### config.mk
export PLATFORM = sky130hd
export DESIGN_NAME = activation_ctrl_2_flat
export DESIGN_NICKNAME = d
export VERILOG_FILES = /design/src/rtl/activation_ctrl_2_if.sv /design/src/rtl/activation_ctrl_2.sv /design/src/flat_wrapper.sv
export SDC_FILE = /design/constraint.sdc
export NUM_CORES = 1
export LEC_CHECK = 0
export ABC_AREA = 1
export CORE_MARGIN = 2
export CORE_UTILIZATION = 58
export CTS_CLUSTER_DIAMETER = 100
export DETAILED_ROUTE_END_ITERATION = 8
export GPL_ROUTABILITY_DRIVEN = 0
export PLACE_DENSITY = 0.92
export SYNTH_ARGS = -nofsm -noshare
export SYNTH_HDL_FRONTEND = slang
export SYNTH_SLANG_ARGS = --single-unit
export TNS_END_PERCENT = 30
### constraint.sdc
create_clock -name clk -period 4.2 [get_ports clk]
set_clock_uncertainty 0.15 [all_clocks]
set_input_delay 0.84 -clock clk [delete_from_list [all_inputs] [get_ports clk]]
set_output_delay 0.84 -clock clk [all_outputs]
set_load 0.005 [all_outputs]
### src/rtl/activation_ctrl_2_if.sv
// Read port (1-cycle latency source) and write port (ready/valid sink)
// of the ReLU activation sequencer.
interface activation_ctrl_2_if #(
   parameter int unsigned BITWIDTH = 16,
   parameter int unsigned ADDR_W   = 8
);
   logic                rd_en;
   logic [ADDR_W-1:0]   rd_addr;
   logic [BITWIDTH-1:0] rd_data;
   logic                wr_en;
   logic [ADDR_W-1:0]   wr_addr;
   logic [BITWIDTH-1:0] wr_data;
   logic                wr_ready;

   modport master (
      output rd_en, rd_addr, wr_en, wr_addr, wr_data,
      input  rd_data, wr_ready
   );

   modport slave (
      input  rd_en, rd_addr, wr_en, wr_addr, wr_data,
      output rd_data, wr_ready
   );
endinterface

### src/rtl/activation_ctrl_2.sv
// Streams a CHANNELS x ROWS x COLS feature map through ReLU, one element per
// cycle, with a 2-entry output FIFO that absorbs sink backpressure.
module activation_ctrl_2 #(
   parameter int unsigned BITWIDTH = 16,
   parameter int unsigned CHANNELS = 2,
   parameter int unsigned ROWS     = 10,
   parameter int unsigned COLS     = 10,
   parameter int unsigned ADDR_W   = 8,
   parameter int unsigned CNT_W    = 8
) (
   input  logic                  clk,
   input  logic                  rst_n,
   input  logic                  start,
   input  logic                  abort,
   output logic                  busy,
   output logic                  done,
   output logic [CNT_W-1:0]      neg_count,
   activation_ctrl_2_if.master   bus
);

   localparam int unsigned NUM_ELEMS = CHANNELS * ROWS * COLS;
   localparam logic [ADDR_W-1:0] LAST_ADDR = ADDR_W'(NUM_ELEMS - 1);
   localparam logic [CNT_W-1:0]  CNT_MAX   = '1;

   typedef enum logic [1:0] {
      IDLE  = 2'd0,
      RUN   = 2'd1,
      DRAIN = 2'd2,
      DONE  = 2'd3
   } state_t;

   typedef struct packed {
      logic [ADDR_W-1:0]   addr;
      logic [BITWIDTH-1:0] data;
   } entry_t;

   state_t            state_q, state_d;
   logic [ADDR_W-1:0] rd_addr_q, rd_addr_d;
   logic              infl_q, infl_d;
   logic [ADDR_W-1:0] infl_addr_q, infl_addr_d;
   entry_t            head_q, head_d, tail_q, tail_d;
   logic              head_v_q, head_v_d, tail_v_q, tail_v_d;
   logic [CNT_W-1:0]  neg_d;
   logic              busy_d, done_d;

   logic              rd_en_c, pop_c, push_c, start_acc_c, room_c;
   logic [1:0]        occ_c;
   entry_t            push_e;

   // Register bank: FSM state, read index, in-flight tracking, FIFO, status
   always_ff @(posedge clk or negedge rst_n) begin
      if (!rst_n) begin
         state_q     <= IDLE;
         rd_addr_q   <= '0;
         infl_q      <= 1'b0;
         infl_addr_q <= '0;
         head_q      <= '0;
         tail_q      <= '0;
         head_v_q    <= 1'b0;
         tail_v_q    <= 1'b0;
         neg_count   <= '0;
         busy        <= 1'b0;
         done        <= 1'b0;
      end else begin
         state_q     <= state_d;
         rd_addr_q   <= rd_addr_d;
         infl_q      <= infl_d;
         infl_addr_q <= infl_addr_d;
         head_q      <= head_d;
         tail_q      <= tail_d;
         head_v_q    <= head_v_d;
         tail_v_q    <= tail_v_d;
         neg_count   <= neg_d;
         busy        <= busy_d;
         done        <= done_d;
      end
   end

   // Next-state, issue rule, FIFO update and negative-element counting
   always_comb begin
      state_d     = state_q;
      rd_addr_d   = rd_addr_q;
      infl_d      = 1'b0;
      infl_addr_d = infl_addr_q;
      head_d      = head_q;
      tail_d      = tail_q;
      head_v_d    = head_v_q;
      tail_v_d    = tail_v_q;
      neg_d       = neg_count;

      occ_c       = {1'b0, head_v_q} + {1'b0, tail_v_q};
      pop_c       = head_v_q && bus.wr_ready;
      push_c      = infl_q && !abort;
      start_acc_c = (state_q == IDLE) && start && !abort;

      // A read may only be issued if its data is guaranteed a FIFO slot
      room_c  = ({1'b0, occ_c} + 3'(infl_q)) < (3'd2 + 3'(pop_c));
      rd_en_c = (state_q == RUN) && !abort && room_c;

      push_e.addr = infl_addr_q;
      push_e.data = bus.rd_data[BITWIDTH-1] ? '0 : bus.rd_data;

      if (rd_en_c) begin
         infl_d      = 1'b1;
         infl_addr_d = rd_addr_q;
      end

      if (abort) begin
         head_d   = '0;
         tail_d   = '0;
         head_v_d = 1'b0;
         tail_v_d = 1'b0;
      end else if (pop_c) begin
         if (tail_v_q) begin
            head_d = tail_q;
            if (push_c) begin
               tail_d = push_e;
            end else begin
               tail_d   = '0;
               tail_v_d = 1'b0;
            end
         end else if (push_c) begin
            head_d = push_e;
         end else begin
            head_d   = '0;
            head_v_d = 1'b0;
         end
      end else if (push_c) begin
         if (head_v_q) begin
            tail_d   = push_e;
            tail_v_d = 1'b1;
         end else begin
            head_d   = push_e;
            head_v_d = 1'b1;
         end
      end

      if (start_acc_c) begin
         neg_d = '0;
      end else if (push_c && bus.rd_data[BITWIDTH-1] && (neg_count != CNT_MAX)) begin
         neg_d = neg_count + CNT_W'(1);
      end

      case (state_q)
         IDLE: begin
            if (start_acc_c) begin
               state_d   = RUN;
               rd_addr_d = '0;
            end
         end
         RUN: begin
            if (rd_en_c) begin
               if (rd_addr_q == LAST_ADDR) begin
                  state_d   = DRAIN;
                  rd_addr_d = '0;
               end else begin
                  rd_addr_d = rd_addr_q + ADDR_W'(1);
               end
            end
         end
         DRAIN: begin
            // Final element leaves when the FIFO empties with nothing in flight
            if (pop_c && !tail_v_q && !infl_q) begin
               state_d = DONE;
            end
         end
         DONE:    state_d = IDLE;
         default: state_d = IDLE;
      endcase

      if (abort) begin
         state_d   = IDLE;
         rd_addr_d = '0;
      end

      busy_d = (state_d == RUN) || (state_d == DRAIN);
      done_d = (state_d == DONE);
   end

   assign bus.rd_en   = rd_en_c;
   assign bus.rd_addr = rd_addr_q;
   assign bus.wr_en   = head_v_q;
   assign bus.wr_addr = head_q.addr;
   assign bus.wr_data = head_q.data;

endmodule

### src/flat_wrapper.sv
// flat-port wrapper written by rule: the top's interface ports become plain ports
module activation_ctrl_2_flat 
#(
   parameter int unsigned BITWIDTH = 16,
   parameter int unsigned CHANNELS = 2,
   parameter int unsigned ROWS     = 10,
   parameter int unsigned COLS     = 10,
   parameter int unsigned ADDR_W   = 8,
   parameter int unsigned CNT_W    = 8
)
  (clk, rst_n, start, abort, busy, done, neg_count, bus_rd_en, bus_rd_addr, bus_wr_en, bus_wr_addr, bus_wr_data, bus_rd_data, bus_wr_ready);
  activation_ctrl_2_if #(.BITWIDTH(BITWIDTH), .ADDR_W(ADDR_W)) bus_i ();
  input  logic clk;
  input  logic rst_n;
  input  logic start;
  input  logic abort;
  output logic busy;
  output logic done;
  output logic [CNT_W-1:0] neg_count;
  output wire logic [$bits(bus_i.rd_en)-1:0] bus_rd_en;
  output wire logic [$bits(bus_i.rd_addr)-1:0] bus_rd_addr;
  output wire logic [$bits(bus_i.wr_en)-1:0] bus_wr_en;
  output wire logic [$bits(bus_i.wr_addr)-1:0] bus_wr_addr;
  output wire logic [$bits(bus_i.wr_data)-1:0] bus_wr_data;
  input wire logic [$bits(bus_i.rd_data)-1:0] bus_rd_data;
  input wire logic [$bits(bus_i.wr_ready)-1:0] bus_wr_ready;
  assign bus_rd_en = bus_i.rd_en;
  assign bus_rd_addr = bus_i.rd_addr;
  assign bus_wr_en = bus_i.wr_en;
  assign bus_wr_addr = bus_i.wr_addr;
  assign bus_wr_data = bus_i.wr_data;
  assign bus_i.rd_data = bus_rd_data;
  assign bus_i.wr_ready = bus_wr_ready;
  activation_ctrl_2 #(.BITWIDTH(BITWIDTH), .CHANNELS(CHANNELS), .ROWS(ROWS), .COLS(COLS), .ADDR_W(ADDR_W), .CNT_W(CNT_W)) u_core (.clk(clk), .rst_n(rst_n), .start(start), .abort(abort), .busy(busy), .done(done), .neg_count(neg_count), .bus(bus_i));
endmodule
* Word level (Yosys, flattened, before mapping) *
Cells that the tools add are included.

cells by class
  $add $sub $neg = 5
  mux-type cells = 37
  magnitude comparators = 1
  reductions and logical operators = 24
  equality and inequality tests = 14

operator list
  operator                                              number
  2-to-1 mux 24 bit                                     11
  2-to-1 mux 8 bit                                      6
  adder 8 x 1 -> 8 bit (second input constant)          2
  case mux 8 bit (2 select lines)                       1
  2-to-1 mux 15 bit                                     1
  2-to-1 mux 1 bit                                      12
  != test 3 bit (second input constant)                 4
  logical AND 1 bit                                     10
  2-to-1 mux 2 bit                                      5
  AND reduction 3 bit                                   3
  nonzero test 3 bit                                    3
  equality test 2 bit (second input constant)           4
  equality test 8 bit (second input constant)           1
  != test 8 bit (second input constant)                 1
  case mux 2 bit (4 select lines)                       1
  != test 3 x 2 -> 1 bit (second input constant)        2
  equality test 2 x 1 -> 1 bit (second input constant)  2
  AND reduction 2 bit                                   2
  adder 2 x 1 -> 3 bit                                  1
  adder 2 x 1 -> 3 bit (first input constant)           1
  logical NOT 1 bit                                     3
  < comparator 3 bit                                    1
  adder 1 x 1 -> 2 bit                                  1
  logical NOT 2 bit                                     1
  2 further kinds                                       2

storage, ports and cells
  flip-flop bits (word level) = 79
  bits of input ports = 21
  output and inout port bits = 44

* Logic depth before layout (Yosys ltp) *
Gate-level depths: netlist of the first run.

  depth after elaboration = 9
  mapped depth = 10
  depth with buffers taken out = 10

* Least setup slack after synthesis of the first run *
No wires, ideal clock.

  path type = input -> output
  start point = input port abort
  end point = output port bus_rd_en
  required time = 3.210 ns
  arrival = 1.408 ns
  setup slack = 1.802 ns
  stages = 4
  cell sequence = buf_6 -> nor3_4 -> nand2_2 -> inv_1

between the ends
  word-level cells in the longest chain between the ends = 3

RTL lines
  what                             line                     text
  from (decl)                      flat_wrapper.sv:16       input logic abort;
  logical NOT 1 bit                activation_ctrl_2.sv:98  rd_en_c = (state_q == RUN) && !abort && room_c;
  logical AND 1 bit (2 in series)  activation_ctrl_2.sv:98
  to (decl)                        flat_wrapper.sv:20       output wire logic [$bits(bus_i.rd_en)-1:0] bus_rd_en;

Every way passes these cells.

* Final worst setup path of the first run *
  start point = input port bus_wr_ready
  end point = output port bus_rd_en

between the ends
  word-level cells in the longest chain between the ends = 4

RTL lines
  what                  line                     text
  from (decl)           flat_wrapper.sv:26       input wire logic [$bits(bus_i.wr_ready)-1:0] bus_wr_ready;
  logical AND 1 bit     activation_ctrl_2.sv:92  pop_c = head_v_q && bus.wr_ready;
  adder 2 x 1 -> 3 bit  activation_ctrl_2.sv:97  room_c = ({1'b0, occ_c} + 3'(infl_q)) < (3'd2 + 3'(pop_c));
  < comparator 3 bit    activation_ctrl_2.sv:97
  logical AND 1 bit     activation_ctrl_2.sv:98

Every way passes these cells.

==> impl_results.md, run 1 <==
- Tmin final: approximately 3.5 ns
- Largest net degree at the start of global routing: between 70 and 80
- Wire length per cell: between 10 and 15 um
- Commonest non-fill, non-tap cell in the layout: nand2_1
- TritonCTS Sinks: slightly below 80
- Routed via count: between 3,000 and 4,000
- Max Root-Sink Buffers: 2
- Clock Latency Late Sink: around 0.35 ns
- Remaining DRCs: 0
- Wirelength, routed: approximately 9.7 mm
- Design area: around 0.0049 mm2
- CTS root buf: clkbuf_8
- Worst reg2reg path depth: 7
- Final setup viols: 0
- Initial DRC count: 396
- H-tree depth: 3
- Dpl cell area: 0.00478 mm2
- Final net count: roughly 590
- Core box area: about 0.007 mm2
- Yosys warns: 0
- Worst IR drop on VDD: 235 uV
- Pwr Density: 312 mW/mm2
- Critical Path Start Type: primary input
- CP delay by family, top: buffers and inverters
- Layout cells sized above 1: 0.113
- HPWL after DPL: roughly 6.5 mm
- Slew margin rel.: 0.237
- Die height: 89.1 um
- Achievable frequency: 285 MHz
- Kind of critical path: primary input to output port
- Hold Vio Cnt, Final: 0
- Die W: between 80 and 90 um
- Io pins: between 60 and 70
- Row Count: 31
- Worst-path clk slew: ~0.070 ns
- Metal2 WL: 4.84 mm
- Crit-path slowest cell: clkdlybuf4s50_1
- Required @ worst endpoint: between 3 and 4 ns
- Synthesized instance count: between 500 and 600
- Critical path's most frequent cell: clkdlybuf4s50_1
- Slew @ Worst Pin: 1.14 ns
- Vias in the first global route: about 3,600
- Worst-path fanout max: 16
- Post-Syn Area: between 0.004 and 0.005 mm2
- Syn nets: between 500 and 600
- Pwr Total: roughly 1.5 mW
- RSZ-0062 raised after global routing: no
- Synth area leaders: dfrtp_1 (46%), nand2_1 (16%), a21oi_1 (5.4%)
- Synth Area per Inst: roughly 8 um2
- First-pass GRT wire length: about 16 mm
- Fin util: 0.692
- Synth-to-Final Area Change: 17.5%
- Crit path cell chain: clkdlybuf4s50_1 -> nand3_1 -> nand2_1 -> nand2_2 -> inv_1 -> clkdlybuf4s50_1
- Worst Slack Setup Final: 0.690 ns
- IO buf count: 63
- Yosys cell types: 36
- Seq cells post-synth: a little under 80
- Total global routing overflow: 0
- Post-CTS setup buffers: 0
- Setup TNS: 0 ns
- DP Cell Count: between 600 and 700
- Post-CTS sizing: 0
- Max layer used: met4
- CTS Hold Buffers Added: 0
- CTS tree: yes
- Final Max Slew Viols: 0
- Register area share after synthesis: 0.459
- Initial antenna violation count: 0
- WL met3: slightly above 600 um
- Total global-route track usage: 0.259
- Hold Crit Depth: 2
- DP Worst Slack: a little under 0.7 ns
- Most frequent cells in the layout: nand2_1 (176), dfrtp_1 (77), clkdlybuf4s50_1 (62)
- Hold Slack: 0.333 ns
- DR pass1 iterations: 6
- Stages on worst setup path: 6
- Worst path max stage delay: between 0.5 and 0.6 ns
- Post-synth top area share: 0.459
- Final ANT Viol Nets: 0
- Total Die Area: 0.00794 mm2
- Post-synth top area cell: dfrtp_1
- Hold crit path type: flip-flop to flip-flop
- Met1 wire length: 4.11 mm
- Fin crit share: 0.836
- Avg Vias per Cell: 5.62
- Fin cells: ~670
- Num CTS Buffers: 9
- Starting density of the core: 0.589
- Number of max-cap violations: 0
- CP Buf/Inv Count: 3
- Status: completed
- Leakage: about 2.3 nW
- Filler Cells Inserted: 582
- CP Capture Type: output port
- ANT cells: 0
- Worst Path Arrival: 2.52 ns
-- worst register-to-register path, stage by stage, from the launching register on --
cell and delay [ns]:
dfrtp_1 0.41, buf_4 0.26, inv_2 0.10, a21oi_2 0.07, o21ai_4 0.87, buf_4 0.35, nand2_1 0.10, o21ai_2 0.06
-- power breakdown --
group | switching, mW | total [mW] | internal, mW
clock network | 0.253 | 0.480 | 0.226
registers | 0.0260 | 0.806 | 0.781
logic | 0.151 | 0.253 | 0.102
-- metal layers --
layer / vias up / track usage
met5: - / 0
met4: 0 / 0.113
met3: 16 / 0.0499
met2: 158 / 0.444
met1: 1810 / 0.320
li1: 1793 / -
-- final timing paths --
path / to / slack, ns / from
min in group asynchronous: u_core.bus.wr_data[7] / 0.48 / rst_n
max reg2reg: u_core.tail_q[0] / 1.76 / u_core.tail_v_q
min reg2reg: u_core.bus.wr_addr[6] / 0.33 / u_core.bus.wr_addr[6]
min: u_core.bus.wr_addr[6] / 0.33 / u_core.bus.wr_addr[6]
max: bus_rd_en / 0.69 / bus_wr_ready
max in group asynchronous: u_core.infl_addr_q[4] / 2.80 / rst_n
-- state kept, by name, indices dropped and copies added, names as in the netlist --
| register | cells |
|---|---|
| u_core.tail_v_q | 1 |
| u_core.neg_count | 8 |
| u_core.state_q | 2 |
| u_core.bus.wr_en | 1 |
| u_core.bus.wr_data | 15 |
| u_core.infl_addr_q | 8 |
| u_core.bus.rd_addr | 8 |
| u_core.bus.wr_addr | 8 |
| u_core.busy | 1 |
| u_core.infl_q | 1 |
| u_core.done | 1 |
| u_core.tail_q | 23 |
-- cells in the mapped netlist, drive strengths merged --
master,number
nor2,30
xnor2,1
nand4,2
conb,1
nand3b,2
nand3,40
o21ai,43
buf,25
inv,38
nand2,181
o2111ai,1
xor2,2
o32ai,1
fa,1
dfrtp,77
a21boi,1
nor3,4
a21oi,50
o211ai,14
clkbuf,1
ha,3
-- layout make-up --
cell class / instances / area [um2] / share of cell area
clock inverter: 2 / 10.0 / 0.00203
inverter: 38 / 148 / 0.0299
tap: 99 / 124 / 0.0251
multi-input combinational: 377 / 1930 / 0.391
clock buffer: 13 / 149 / 0.0302
timing repair buffer: 66 / 651 / 0.132
sequential: 77 / 1930 / 0.390
-- cell families (layout without fill, tap and decap cells) --
family,Yosys count,in the layout,synth area share
and+or+nand+nor,259,259,0.269
AOI/OAI and AO/OA,110,110,0.169
DFF,77,77,0.459
buffers and inverters,64,119,0.0825
adders and majority gates,4,4,0.0137
xor gates and xnor gates,3,3,0.00625
other,1,1,0.000893
No activity file was read; power rests on OpenSTA's default activity.
==> run 2: changes to the inputs <==
--- a/config.mk
+++ b/config.mk
@@ -7,11 +7,11 @@
 export LEC_CHECK = 0
 export ABC_AREA = 1
 export CORE_MARGIN = 2
-export CORE_UTILIZATION = 58
+export CORE_UTILIZATION = 49
 export CTS_CLUSTER_DIAMETER = 100
 export DETAILED_ROUTE_END_ITERATION = 8
 export GPL_ROUTABILITY_DRIVEN = 0
-export PLACE_DENSITY = 0.92
+export PLACE_DENSITY = 0.84
 export SYNTH_ARGS = -nofsm -noshare
 export SYNTH_HDL_FRONTEND = slang
 export SYNTH_SLANG_ARGS = --single-unit
==> constraint.sdc (replaced) <==
create_clock -name clk -period 3.12 [get_ports clk]
set_clock_uncertainty 0.15 [all_clocks]
set_input_delay 0.624 -clock clk [delete_from_list [all_inputs] [get_ports clk]]
set_output_delay 0.624 -clock clk [all_outputs]
set_load 0.005 [all_outputs]
==> impl_results.md, run 2 (synthesis results as in run 1) <==
- Largest register by flop count: u_core.tail_q
- Worst IR drop on VDD: 212 uV (-9.5%)
- RSZ-0062 raised after global routing: no
- Wire length per cell: 14.6 um (+1.4%)
- Max FFs per register: 23 (unchanged)
- First-pass GRT wire length: 17.5 mm (+9.6%)
- Launching point of the worst reg2reg path: u_core.bus.wr_en
- Final Max Slew Viols: 0 (unchanged)
- Hold crit path type: primary input to async pin
- Achievable frequency: 339 MHz
- Most frequent cells in the layout: nand2_1 (176), dfrtp_1 (75), clkdlybuf4s50_1 (62)
- Crit path cell chain: fa_1 -> inv_1 -> nand3_1 -> nand2_1 -> nand2_2 -> inv_2 -> clkdlybuf4s50_1
- Kind of critical path: flip-flop to output port
- Max Root-Sink Buffers: 2 (unchanged)
- Slew @ Worst Pin: 0.989 ns (-0.152 ns)
- ANT cells: 0 (unchanged)
- Io pins: 65 (unchanged)
- Multi-input logic area: 0.00193 mm2 (unchanged)
- Hold Vio Cnt, Final: 0 (unchanged)
- Setup TNS: 0 ns (unchanged)
- Pwr Density: 466 mW/mm2 (+49%)
- H-tree depth: 3 (unchanged)
- Tmin final: around 2.9 ns
- Largest net degree at the start of global routing: 78 (unchanged)
- Initial DRC count: 250 (-37%)
- Num CTS Buffers: 9 (unchanged)
- Commonest non-fill, non-tap cell in the layout: nand2_1
- Layout cells sized above 1: 0.130 (+0.0165)
- Final ANT Viol Nets: 0 (unchanged)
- Critical Path Start Type: flip-flop
- Worst reg2reg setup slack: 0.81 ns (-0.95 ns)
- Worst-path fanout max: 5 (-11)
- Avg Vias per Cell: 5.51 (-2.0%)
- Die height: 96.6 um (+8.4%)
- IO buf count: 63 (unchanged)
- Worst-path clk slew: 0.08 ns (about the same)
- CTS root buf: clkbuf_8
- Final setup viols: 0 (unchanged)
- Leakage: 2.36 nW (+2.6%)
- Wirelength, routed: 9.98 mm (+2.9%)
- Routed via count: 3,755 (-0.58%)
- CP delay by family, top: buffers and inverters
- Fin crit share: 0.945
- Number of max-cap violations: 0 (unchanged)
- Vias in the first global route: 3,753 (+3.1%)
- Synth-to-Final Area Change: 20.8%
- Status: completed
- CTS Hold Buffers Added: 0 (unchanged)
- Total Die Area: 0.00933 mm2 (+18%)
- CTS tree: yes
- Worst Path Arrival: 2.17 ns (-0.35 ns)
- Remaining DRCs: 0 (unchanged)
- Total global routing overflow: 0 (unchanged)
- Total global-route track usage: 0.223 (-0.0365)
- Die W: 96.6 um (+8.4%)
- HPWL after DPL: 6.59 mm (+1.4%)
- Fin util: 0.615 (-0.0769)
- Row Count: 33 (+6.5%)
- Slew margin rel.: 0.341 (+0.104)
- Reg2reg end: u_core.busy
- Core box area: 0.00826 mm2 (+16%)
- DR pass1 iterations: 5 (-1)
- Clock Latency Late Sink: 0.35 ns (about the same)
- Final net count: 598 (+0.67%)
- TritonCTS Sinks: 77 (unchanged)
- CP Buf/Inv Count: 3 (unchanged)
- Initial antenna violation count: 0 (unchanged)
- Crit-path slowest cell: clkdlybuf4s50_1
- FF+latch area: 0.00193 mm2 (+0.13%)
- CP Capture Type: output port
- Worst path max stage delay: 0.52 ns (-0.05 ns)
- DP Worst Slack: 0.229 ns (-0.466 ns)
- Worst Slack Setup Final: 0.171 ns (-0.518 ns)
- Worst reg2reg path depth: 9 (+2)
- Starting density of the core: 0.509 (-0.0799)
- Required @ worst endpoint: 2.35 ns (-0.86 ns)
- Filler Cells Inserted: 709 (+22%)
## run 2: changes by cell type in the layout (fill, tap and decap cells not counted)
cell | before | now
buf_4 | 4 | 7
bufinv_16 | 0 | 3
clkbuf_1 | 3 | 0
dfrtp_1 | 77 | 75
dfrtp_2 | 0 | 2
buf_12 | 0 | 1
clkbuf_8 | 10 | 11
clkinv_2 | 2 | 1
inv_1 | 31 | 30
inv_2 | 5 | 6
## run 2: what timing repair did
| item | CTS | global route |
|---|---|---|
| resized for setup | 0 | 3 |
| setup endpoints to repair | 0 | 1 |
| buffers inserted | 0 | 1 |
## run 2: worst max path at each step
stage / cells after the start / startpoint / slack (ns) / endpoint
global placement: 6 / bus_wr_ready / 0.23 / bus_rd_en
global route: 7 / u_core.bus.wr_en / 0.04 / bus_rd_en
CTS: 7 / u_core.bus.wr_en / 0.05 / bus_rd_en
floorplan: 6 / u_core.bus.wr_en / 1.02 / bus_rd_en
finish: 7 / u_core.bus.wr_en / 0.17 / bus_rd_en
detailed placement: 6 / bus_wr_ready / 0.23 / bus_rd_en
## run 2: layout make-up
class                           instances  area share
Sequential cell                        77       0.380
Multi-Input combinational cell        377       0.380
Timing Repair Buffer                   70       0.137
Clock buffer                           11      0.0298
Inverter                               38      0.0291
Tap cell                              105      0.0259
Clock inverter                          4      0.0187
## run 2: per-layer routing
| metal | GRT usage | up-vias | wire length [um] |
|---|---|---|---|
| met5 | 0 | - | 0 |
| met4 | 0.0585 | 0 | 117 |
| met3 | 0.0491 | 16 | 586 |
| met2 | 0.365 | 142 | 4860 |
| met1 | 0.302 | 1795 | 4420 |
| li1 | - | 1802 | - |
## run 2: where the power goes
group	switching, mW	internal, mW
sequential	0.0339	1.05
clock	0.360	0.570
combinational	0.207	0.144
## run 2: metrics by stage
stage	area (um2)	total power, mW	hold slack (ns)	instances
final	5080	2.36	0.261	682
after global routing	5080	2.46	0.358	682
after CTS	5070	2.38	0.318	681
after detailed placement	4820	1.45	0.315	666
after global placement	4820	1.44	0.312	666
after floorplan	4200	1.31	0.178	518
